===== config.mk =====
export PLATFORM = sky130hd
export DESIGN_NAME = lut4_rv32_seq_flat
export DESIGN_NICKNAME = d
export VERILOG_FILES = /design/src/rtl/lut4_rv32_seq_if.sv /design/src/rtl/lut4_rv32_seq.sv /design/src/flat_wrapper.sv
export SDC_FILE = /design/constraint.sdc
export NUM_CORES = 1
export LEC_CHECK = 0
export ABC_AREA = 1
export CAP_MARGIN = 10
export CORE_ASPECT_RATIO = 0.75
export CORE_MARGIN = 3
export CORE_UTILIZATION = 40
export CTS_BUF_LIST = sky130_fd_sc_hd__clkbuf_4 sky130_fd_sc_hd__clkbuf_8 sky130_fd_sc_hd__clkbuf_16
export DETAILED_ROUTE_END_ITERATION = 8
export GPL_ROUTABILITY_DRIVEN = 0
export PLACE_DENSITY_LB_ADDON = 0.15
export SETUP_SLACK_MARGIN = 0.2
export SYNTH_ARGS = -nofsm -noshare
export SYNTH_HDL_FRONTEND = slang
export SYNTH_SLANG_ARGS = --single-unit
export TNS_END_PERCENT = 100

===== constraint.sdc =====
create_clock -name g_clk -period 2.2 [get_ports g_clk]
set_input_delay 0.22 -clock g_clk [delete_from_list [all_inputs] [get_ports g_clk]]
set_output_delay 0.22 -clock g_clk [all_outputs]
set_load 0.05 [all_outputs]

===== src/rtl/lut4_rv32_seq_if.sv =====
// Operand/result handshake bundle for the lut4 sequencer.
// master drives operands and out_ready; slave returns result, in_ready and busy.
interface lut4_rv32_seq_if;
    logic        in_valid;
    logic        in_ready;
    logic [31:0] rs1;
    logic [31:0] rs2;
    logic        out_valid;
    logic        out_ready;
    logic [31:0] rd;
    logic        busy;

    modport master (
        output in_valid, rs1, rs2, out_ready,
        input  in_ready, out_valid, rd, busy
    );

    modport slave (
        input  in_valid, rs1, rs2, out_ready,
        output in_ready, out_valid, rd, busy
    );
endinterface


===== src/rtl/lut4_rv32_seq.sv =====
// Multi-cycle RV32 lut4: rd.4[i] = {2'b00, rs2.2[rs1.4[i]]}, NIB_PER_CYC nibbles per cycle.
// Latency: accept in cycle 0 -> out_valid in cycle 8/NIB_PER_CYC + 1.
// Backpressure: result held in DONE until out_ready; in_ready only in IDLE.
module lut4_rv32_seq #(
    parameter int NIB_PER_CYC = 2,
    parameter int XLEN        = 32
) (
    input logic             g_clk,
    input logic             g_reset,
    input logic             flush,
    lut4_rv32_seq_if.slave  io
);

    localparam int GROUPS = 8 / NIB_PER_CYC;
    localparam int CNT_W  = (GROUPS > 1) ? $clog2(GROUPS) : 1;

    if (!(NIB_PER_CYC == 1 || NIB_PER_CYC == 2 || NIB_PER_CYC == 4 || NIB_PER_CYC == 8)) begin : g_bad_nib
        $error("lut4_rv32_seq: NIB_PER_CYC must be 1, 2, 4 or 8");
    end
    if (XLEN != 32) begin : g_bad_xlen
        $error("lut4_rv32_seq: XLEN must be 32");
    end

    typedef enum logic [1:0] {IDLE, BUSY, DONE} state_t;

    state_t           state;
    state_t           state_nxt;
    logic [CNT_W-1:0] cnt;
    logic [31:0]      rs1_q;
    logic [31:0]      rs2_q;
    logic [31:0]      rd_q;
    logic [31:0]      rd_nxt;
    logic [2:0]       nib;
    logic [3:0]       idx;
    logic             accept;
    logic             last;

    assign io.in_ready  = (state == IDLE) && !g_reset && !flush;
    assign io.out_valid = (state == DONE);
    assign io.busy      = (state != IDLE);
    assign io.rd        = rd_q;

    assign accept = io.in_valid && io.in_ready;
    assign last   = (cnt == CNT_W'(GROUPS - 1));

    always_ff @(posedge g_clk) begin
        if (g_reset || flush) begin
            state <= IDLE;
        end else begin
            state <= state_nxt;
        end
    end

    always_comb begin
        state_nxt = state;
        case (state)
            IDLE:    if (accept)       state_nxt = BUSY;
            BUSY:    if (last)         state_nxt = DONE;
            DONE:    if (io.out_ready) state_nxt = IDLE;
            default:                   state_nxt = IDLE;
        endcase
    end

    // One shared slice: the current group of nibbles is looked up and merged into rd.
    always_comb begin
        rd_nxt = rd_q;
        nib    = '0;
        idx    = '0;
        for (int g = 0; g < NIB_PER_CYC; g++) begin
            nib = 3'(int'(cnt) * NIB_PER_CYC + g);
            idx = rs1_q[{nib, 2'b00} +: 4];
            rd_nxt[{nib, 2'b00} +: 4] = {2'b00, rs2_q[{idx, 1'b0} +: 2]};
        end
    end

    always_ff @(posedge g_clk) begin
        if (g_reset) begin
            rs1_q <= '0;
            rs2_q <= '0;
            rd_q  <= '0;
            cnt   <= '0;
        end else if (flush) begin
            rd_q <= '0;
            cnt  <= '0;
        end else begin
            case (state)
                IDLE: begin
                    if (accept) begin
                        rs1_q <= io.rs1;
                        rs2_q <= io.rs2;
                        rd_q  <= '0;
                        cnt   <= '0;
                    end
                end
                BUSY: begin
                    rd_q <= rd_nxt;
                    cnt  <= cnt + 1'b1;
                end
                default: ;
            endcase
        end
    end

endmodule


===== src/flat_wrapper.sv =====
// flat-port wrapper written by rule: the top's interface ports become plain ports
module lut4_rv32_seq_flat 
#(
    parameter int NIB_PER_CYC = 2,
    parameter int XLEN        = 32
)
  (g_clk, g_reset, flush, io_in_valid, io_rs1, io_rs2, io_out_ready, io_in_ready, io_out_valid, io_rd, io_busy);
  lut4_rv32_seq_if io_i ();
  input logic g_clk;
  input logic g_reset;
  input logic flush;
  input wire logic [$bits(io_i.in_valid)-1:0] io_in_valid;
  input wire logic [$bits(io_i.rs1)-1:0] io_rs1;
  input wire logic [$bits(io_i.rs2)-1:0] io_rs2;
  input wire logic [$bits(io_i.out_ready)-1:0] io_out_ready;
  output wire logic [$bits(io_i.in_ready)-1:0] io_in_ready;
  output wire logic [$bits(io_i.out_valid)-1:0] io_out_valid;
  output wire logic [$bits(io_i.rd)-1:0] io_rd;
  output wire logic [$bits(io_i.busy)-1:0] io_busy;
  assign io_i.in_valid = io_in_valid;
  assign io_i.rs1 = io_rs1;
  assign io_i.rs2 = io_rs2;
  assign io_i.out_ready = io_out_ready;
  assign io_in_ready = io_i.in_ready;
  assign io_out_valid = io_i.out_valid;
  assign io_rd = io_i.rd;
  assign io_busy = io_i.busy;
  lut4_rv32_seq #(.NIB_PER_CYC(NIB_PER_CYC), .XLEN(XLEN)) u_core (.g_clk(g_clk), .g_reset(g_reset), .flush(flush), .io(io_i));
endmodule

# --- Yosys cells after proc, flatten, opt, wreduce, memory -nomap -nowiden ---
# Cells that the tools add are included.
totals:
  wordCells: 47
  regBits: 100
  in_bits: 69
  output_inout_bits: 35
classes:
  n_addsub: 4
  n_eq_ne: 6
  bitwise_logic: 1
  muxes: 10
  n_reduce_logical: 13
  n_shift: 8
op_table:
  columns: ["op", "n"]
  rows:
  - ["$bwmux W32", 2]
  - ["$pmux W32 S2", 1]
  - ["$shift A4 B7 Y32 const A", 2]
  - ["$shiftx A32 B6 Y2", 2]
  - ["$shiftx A32 B6 Y4", 2]
  - ["$shiftx A4 B7 Y32", 2]
  - ["$mux W32", 1]
  - ["$neg A5 Y7", 2]
  - ["$mux W2", 4]
  - ["$pmux W2 S3", 1]
  - ["$reduce_and A3 Y1", 2]
  - ["$eq A2 B2 Y1 const B", 2]
  - ["$ne A2 B1 Y1 const B", 2]
  - ["$pmux W2 S2", 1]
  - ["$reduce_bool A2 Y1", 2]
  - ["$add A3 B1 Y3 const B", 1]
  - ["$logic_and A1 B1 Y1", 3]
  - ["$add A2 B1 Y2 const B", 1]
  - ["$eq A2 B1 Y1 const B", 1]
  - ["$logic_not A1 Y1", 2]
  - ["$logic_not A2 Y1", 1]
  - ["$ne A2 B2 Y1 const B", 1]
  - ["$reduce_and A2 Y1", 1]
  - ["$reduce_or A2 Y1", 1]
  - ["other kinds (2)", 2]

# --- Longest topological paths before layout ---
logic_depth:
  word_depth: 6
  depth_mapped: 13
  depth_no_buf: 12

# --- Worst setup path after synthesis ---
# No wires, ideal clock.
synth_path:
  kind: "register to register"
  from: "register u_core.state[1]"
  to: "register u_core.rs1_q[13]"
  period_less_slack_ns: 1.943
  arrival_ns: 1.872
  required_ns: 2.130
  stages_incl_launch_ff: 7
  setup_ns: 0.070
  path_slack_ns: 0.257
  n_path_buf: 1
  path_cell_list: "dfxtp_1 > nor2_1 > inv_1 > nor2_2 > clkbuf_1 > nand3_1 > a21oi_1"
synth_between:
  elab_chain_len: 5
synth_lines:
  columns: ["item", "line_no", "text"]
  rows:
  - ["start, declared", "lut4_rv32_seq.sv:26", "state_t state;"]
  - ["start signal, assigned", "lut4_rv32_seq.sv:50", "state <= state_nxt;"]
  - ["$logic_not A2 Y1", "lut4_rv32_seq.sv:38", "assign io.in_ready = (state == IDLE) && !g_reset && !flush;"]
  - ["$logic_and A1 B1 Y1 (2 in series)", "lut4_rv32_seq.sv:38", null]
  - ["named net io_in_ready", "flat_wrapper.sv:16", "output wire logic [$bits(io_i.in_ready)-1:0] io_in_ready;"]
  - ["$logic_and A1 B1 Y1", "lut4_rv32_seq.sv:43", "assign accept = io.in_valid && io.in_ready;"]
  - ["$reduce_and A3 Y1 (no line)", null, null]
  - ["end signal, assigned", "lut4_rv32_seq.sv:89", "rs1_q <= io.rs1;"]
  - ["end, declared", "lut4_rv32_seq.sv:29", "logic [31:0] rs1_q;"]
# The timed path passes the listed nets, and every way through them passes these cells.
# A chain may end at the register's enable or synchronous reset.

# --- Worst setup path after layout ---
layout_path:
  from: "register u_core.cnt[0]"
  to: "register u_core.rd_q[8] (netlist: u_core.io.rd[8])"
layout_between:
  elab_chain_len: 6
  elab_cells_between_ends: 14
  classes_between: "add/sub: 3; shift: 8; mux: 3"
layout_lines:
  columns: ["item", "line_no", "text"]
  rows:
  - ["start, declared", "lut4_rv32_seq.sv:28", "logic [CNT_W-1:0] cnt;"]
  - ["start signal, assigned", "lut4_rv32_seq.sv:97", "cnt <= cnt + 1'b1;"]
  - ["$add A3 B1 Y3 / $shiftx A32 B6 Y4 (equally long branches)", "lut4_rv32_seq.sv:70, lut4_rv32_seq.sv:71", null]
  - ["$shiftx A32 B6 Y4 / $shiftx A32 B6 Y2 (equally long branches)", "lut4_rv32_seq.sv:71, lut4_rv32_seq.sv:72", null]
  - ["$shiftx A32 B6 Y2 / $shiftx A4 B7 Y32 (equally long branches)", "lut4_rv32_seq.sv:72", "rd_nxt[{nib, 2'b00} +: 4] = {2'b00, rs2_q[{idx, 1'b0} +: 2]};"]
  - ["$shiftx A4 B7 Y32 / $bwmux W32 (equally long branches)", "lut4_rv32_seq.sv:72", null]
  - ["$bwmux W32 (*)", "lut4_rv32_seq.sv:72", null]
  - ["$pmux W32 S2 (*)", "lut4_rv32_seq.sv:86", "case (state)"]
  - ["end signal, assigned", "lut4_rv32_seq.sv:96", "rd_q <= rd_nxt;"]
  - ["end, declared", "lut4_rv32_seq.sv:31", "logic [31:0] rd_q;"]
# Every way passes the cells marked *; elsewhere a longest branch is shown, timed or not.

==> results by stage <==
Outcome:
- The run finished with clean final reports.

Drt:
- The number of nets with antenna violations after routing is 0.
- The final layout contains routed wiring with a total length of 12000 um.
- The routed length per placed instance is 14.7 um.
- The detailed router's first-iteration violation count is 346.
- The number of vias per cell after detailed routing is 5.32.
- The routed layout has 4346 vias.
- The total DRC errors in the routed layout is 0.
- For this run, the detailed router's first-pass iteration total came to 5.

Clocking:
- After clock tree synthesis, the clock-pin slew on the worst setup and hold paths is 0.06 ns.
- The number of buffers between clock root and the deepest sink is 2.
- Clock tree synthesis inserted a total of 9 buffers.
- The count of clock tree sinks is 84.
- The CTS H-tree depth is 3.
- TritonCTS built the clock tree.
- The clock latency of the later-clocked register in the worst-skew pair is 0.34 ns.
- The tree is rooted in a clkbuf_16.

Global routing:
- The first-pass GRT wire length is 19200 um.
- The sum of overflow across all layers after global routing is 0.
- The initial antenna violation count is 0.
- The via count of the first global-routing pass is 4018.
- The maximum number of pins on one net before global-route repair is 68.
- Across every metal layer, demand over resource in global routing totals 20.0%.

Synthesis:
- After synthesis the cells add up to 0.00421 mm2.
- After synthesis the netlist holds a flip-flop and latch count of 84.
- The mean cell area of the mapped netlist is 7.01 um2.
- Synthesis produced 601 cells.
- The Yosys warning count is 0.
- The number of distinct library cell variants in the gate-level netlist after synthesis is 25.
- Of the synthesized area, sequential elements account for 39.9%.

Floorplan:
- After floorplanning, the core was sized to cover 0.00997 mm2.
- The count of boundary I/O pins is 104.
- In this run the core area contains 31 standard-cell rows.
- The die is 94.9 um tall.
- The overall die area is 0.0118 mm2.
- The floorplan step set the die width to 124 um.
- The initial utilization of the core area, before any placement, comes to 42.2%.

Critical path:
- The most frequent cell on the critical path is nand3_1.
- The cell type of the slowest stage on the worst timing path is dfxtp_2.
- The class of the most critical setup path is reg -> reg.
- Together, buffers and inverters on the worst path number 2.
- STA classifies the critical path startpoint as a flip-flop.
- Walking the worst path, the cells encountered are inv_4, nand2_2, nand3_4, buf_4, nand3_1, nand3_1, nand3_1, nand3_1, nand2_1, nor2_2, nand3_1, a21oi_1.
- The endpoint arrival time on the critical path is 2.12 ns.
- The endpoint type of the worst setup path is a flip-flop.
- Data on the critical path is required at its endpoint by 2.48 ns.
- Along the worst path, the maximum fanout reaches 19.
- Grouping stages by cell kind, the critical path spends the most delay in simple AND/OR/NAND/NOR gates.
- For this run, the slowest stage of the critical path takes 0.34 ns.

STA:
- The clock period could shrink to 1.84 ns.
- Setup repair after global routing left no endpoint under its margin.
- The maximum operating frequency is 543 MHz.
- Measured against its own limit, the worst slew margin works out to 54.3%.
- The total count of max-transition violations in the final report came to 0.
- The summed negative setup slack over all endpoints is 0 ns.
- Between clock sinks in the finished design, the worst skew comes to 0.00375 ns.
- The final worst-path cycle share is 83.6%.
- The final number of hold-violating endpoints came to 0.
- Setup violations remaining at the end of the flow were counted as 0.
- The actual transition at the worst max-transition pin is 0.685 ns.

Final layout:
- The commonest non-fill, non-tap cell in the layout is nand2_1.
- In the final layout, the share of cells above drive strength 1 is 8.91%.
- The net count of the finished layout is 753.
- Counting the fill cells in the layout gives 940.
- The core utilization of the finished layout is 55.8%.
- The growth of design area from synthesis to finish is 32.0%.
- In the layout the commonest cells are nand2_1, nand3_1, clkdlybuf4s50_1.
- 0 antenna diodes ended up in the layout.

Run:
- The max-capacitance violation count is 0.

Place:
- Once detailed placement completed, the half-perimeter wirelength came to 8310 um.
- The quantity of I/O buffers inserted on ports is 87.

Power and ir drop:
- Cell internal power was estimated by the tool at 2.64 mW.
- The share of total power consumed by net switching is 26.1%.
- The analysis attributes to cell leakage a power of 2.02 nW.
- The share of total power dissipated in sequential elements is 45.0%.
- IR analysis of the VDD net gives a maximum drop of 0.357 mV.
- The analysis attributes to net switching a power of 930 uW.
- The part of the power in the clock network is 39.7%.
- The portion of total power attributed to combinational logic is 15.4%.
- Dividing total power by cell area gives a power density of 642 mW/mm2.

Hold path:
- The type of the tightest min-delay check is in -> reg.
through the flow:
stage	area, um2	instances	worst slack, ns	hold slack, ns	power (mW)
CTS	5400	808	0.226	0.412	3.57
floorplan	4270	616	0.257	0.385	1.98
finish	5560	817	0.360	0.419	3.57
global placement	5110	792	0.258	0.453	2.15
global route	5560	817	0.210	0.474	3.71
detailed placement	5110	792	0.226	0.453	2.16
routing by layer:
layer / up-vias / wire length, um / track usage [%]
met3: 46 / 1080 / 6.11
met1: 1938 / 5680 / 26.7
met4: 0 / 367 / 8.58
met5: - / 0 / 0
met2: 201 / 4900 / 29.9
li1: 2161 / - / -
power by group through the flow:
stage / clock network, mW / registers [mW] / logic, mW
detailed placement: 0 / 1.64 / 0.524
CTS: 1.44 / 1.60 / 0.528
global placement: 0 / 1.64 / 0.516
global route: 1.50 / 1.61 / 0.601
finish: 1.42 / 1.61 / 0.548
floorplan: 0 / 1.63 / 0.346
cell type report:
| class | count | area [um2] | area share, % |
|---|---|---|---|
| clock buffers | 14 | 269 | 4.84 |
| clock inverters | 2 | 10.0 | 0.180 |
| inverters | 47 | 181 | 3.26 |
| multi-input cells | 436 | 2210 | 39.8 |
| flip-flops and latches | 84 | 1680 | 30.3 |
| well taps | 132 | 165 | 2.97 |
| repair buffers | 102 | 1040 | 18.6 |
synth_stat cells:
master | count | area (um2)
clkbuf_1 | 24 | 90.1
nand2_4 | 1 | 11.3
inv_2 | 3 | 11.3
ha_1 | 4 | 50.1
nor2_2 | 3 | 18.8
a211oi_1 | 30 | 225
nor3_1 | 2 | 10.0
dfxtp_1 | 84 | 1680
conb_1 | 1 | 3.75
buf_6 | 1 | 11.3
nor2_1 | 45 | 169
nand2_1 | 129 | 484
buf_4 | 18 | 135
a21oi_1 | 58 | 290
inv_1 | 44 | 165
o21ai_0 | 1 | 5.00
o31ai_1 | 1 | 7.51
nand2_2 | 3 | 18.8
buf_2 | 11 | 55.1
nand3_4 | 2 | 35.0
nand3_1 | 106 | 531
o211ai_1 | 14 | 105
o21ai_1 | 6 | 30.0
nand4_1 | 8 | 50.1
a32oi_1 | 2 | 17.5
sequential cells by signal, summed over array words and instances, names as in the netlist:
| name | cells |
|---|---|
| u_core.rs2_q | 32 |
| u_core.cnt | 2 |
| u_core.state | 2 |
| u_core.rs1_q | 32 |
| u_core.io.rd | 16 |
final timing paths:
kind / startpoint / end / slack (ns) / depth (start not counted)
worst min register to register: u_core.io.rd[20]$_SDFFE_PP0P_ / u_core.io.rd[20]$_SDFFE_PP0P_ / 0.46 / 2
worst max register to register: u_core.cnt[0]$_SDFFE_PP0P_ / u_core.io.rd[8]$_SDFFE_PP0P_ / 0.36 / 12
worst min-delay path: g_reset / u_core.io.rd[24]$_SDFFE_PP0P_ / 0.42 / 5
worst max-delay path: u_core.cnt[0]$_SDFFE_PP0P_ / u_core.io.rd[8]$_SDFFE_PP0P_ / 0.36 / 12
worst register-to-register path, delay by kind of cell (launching register included):
family / cells / cell delay [ns]
buffers and inverters: 2 / 0.31
DFF: 1 / 0.34
AOI/OAI and AO/OA: 1 / 0.12
and+or+nand+nor: 9 / 1.01
logic make-up after synthesis:
kind of cell / Yosys count / synth area share [%]
and+or+nand+nor: 299 / 31.5
AOI/OAI and AO/OA: 112 / 16.2
buffers and inverters: 101 / 11.1
DFF: 84 / 39.9
adders and majority gates: 4 / 1.19
other: 1 / 0.0890
timing repair:
item | 4_1_cts | 5_1_grt
endpoints found under the setup margin | 1 | 15
hold buffers | 0 | 0
gates resized for setup | 1 | 22
pin swaps | 0 | 4
buffers inserted | 0 | 4
endpoints found under the hold margin | 0 | 0
cloned | 0 | 5
Note: power is estimated with default switching activity, not from simulation.
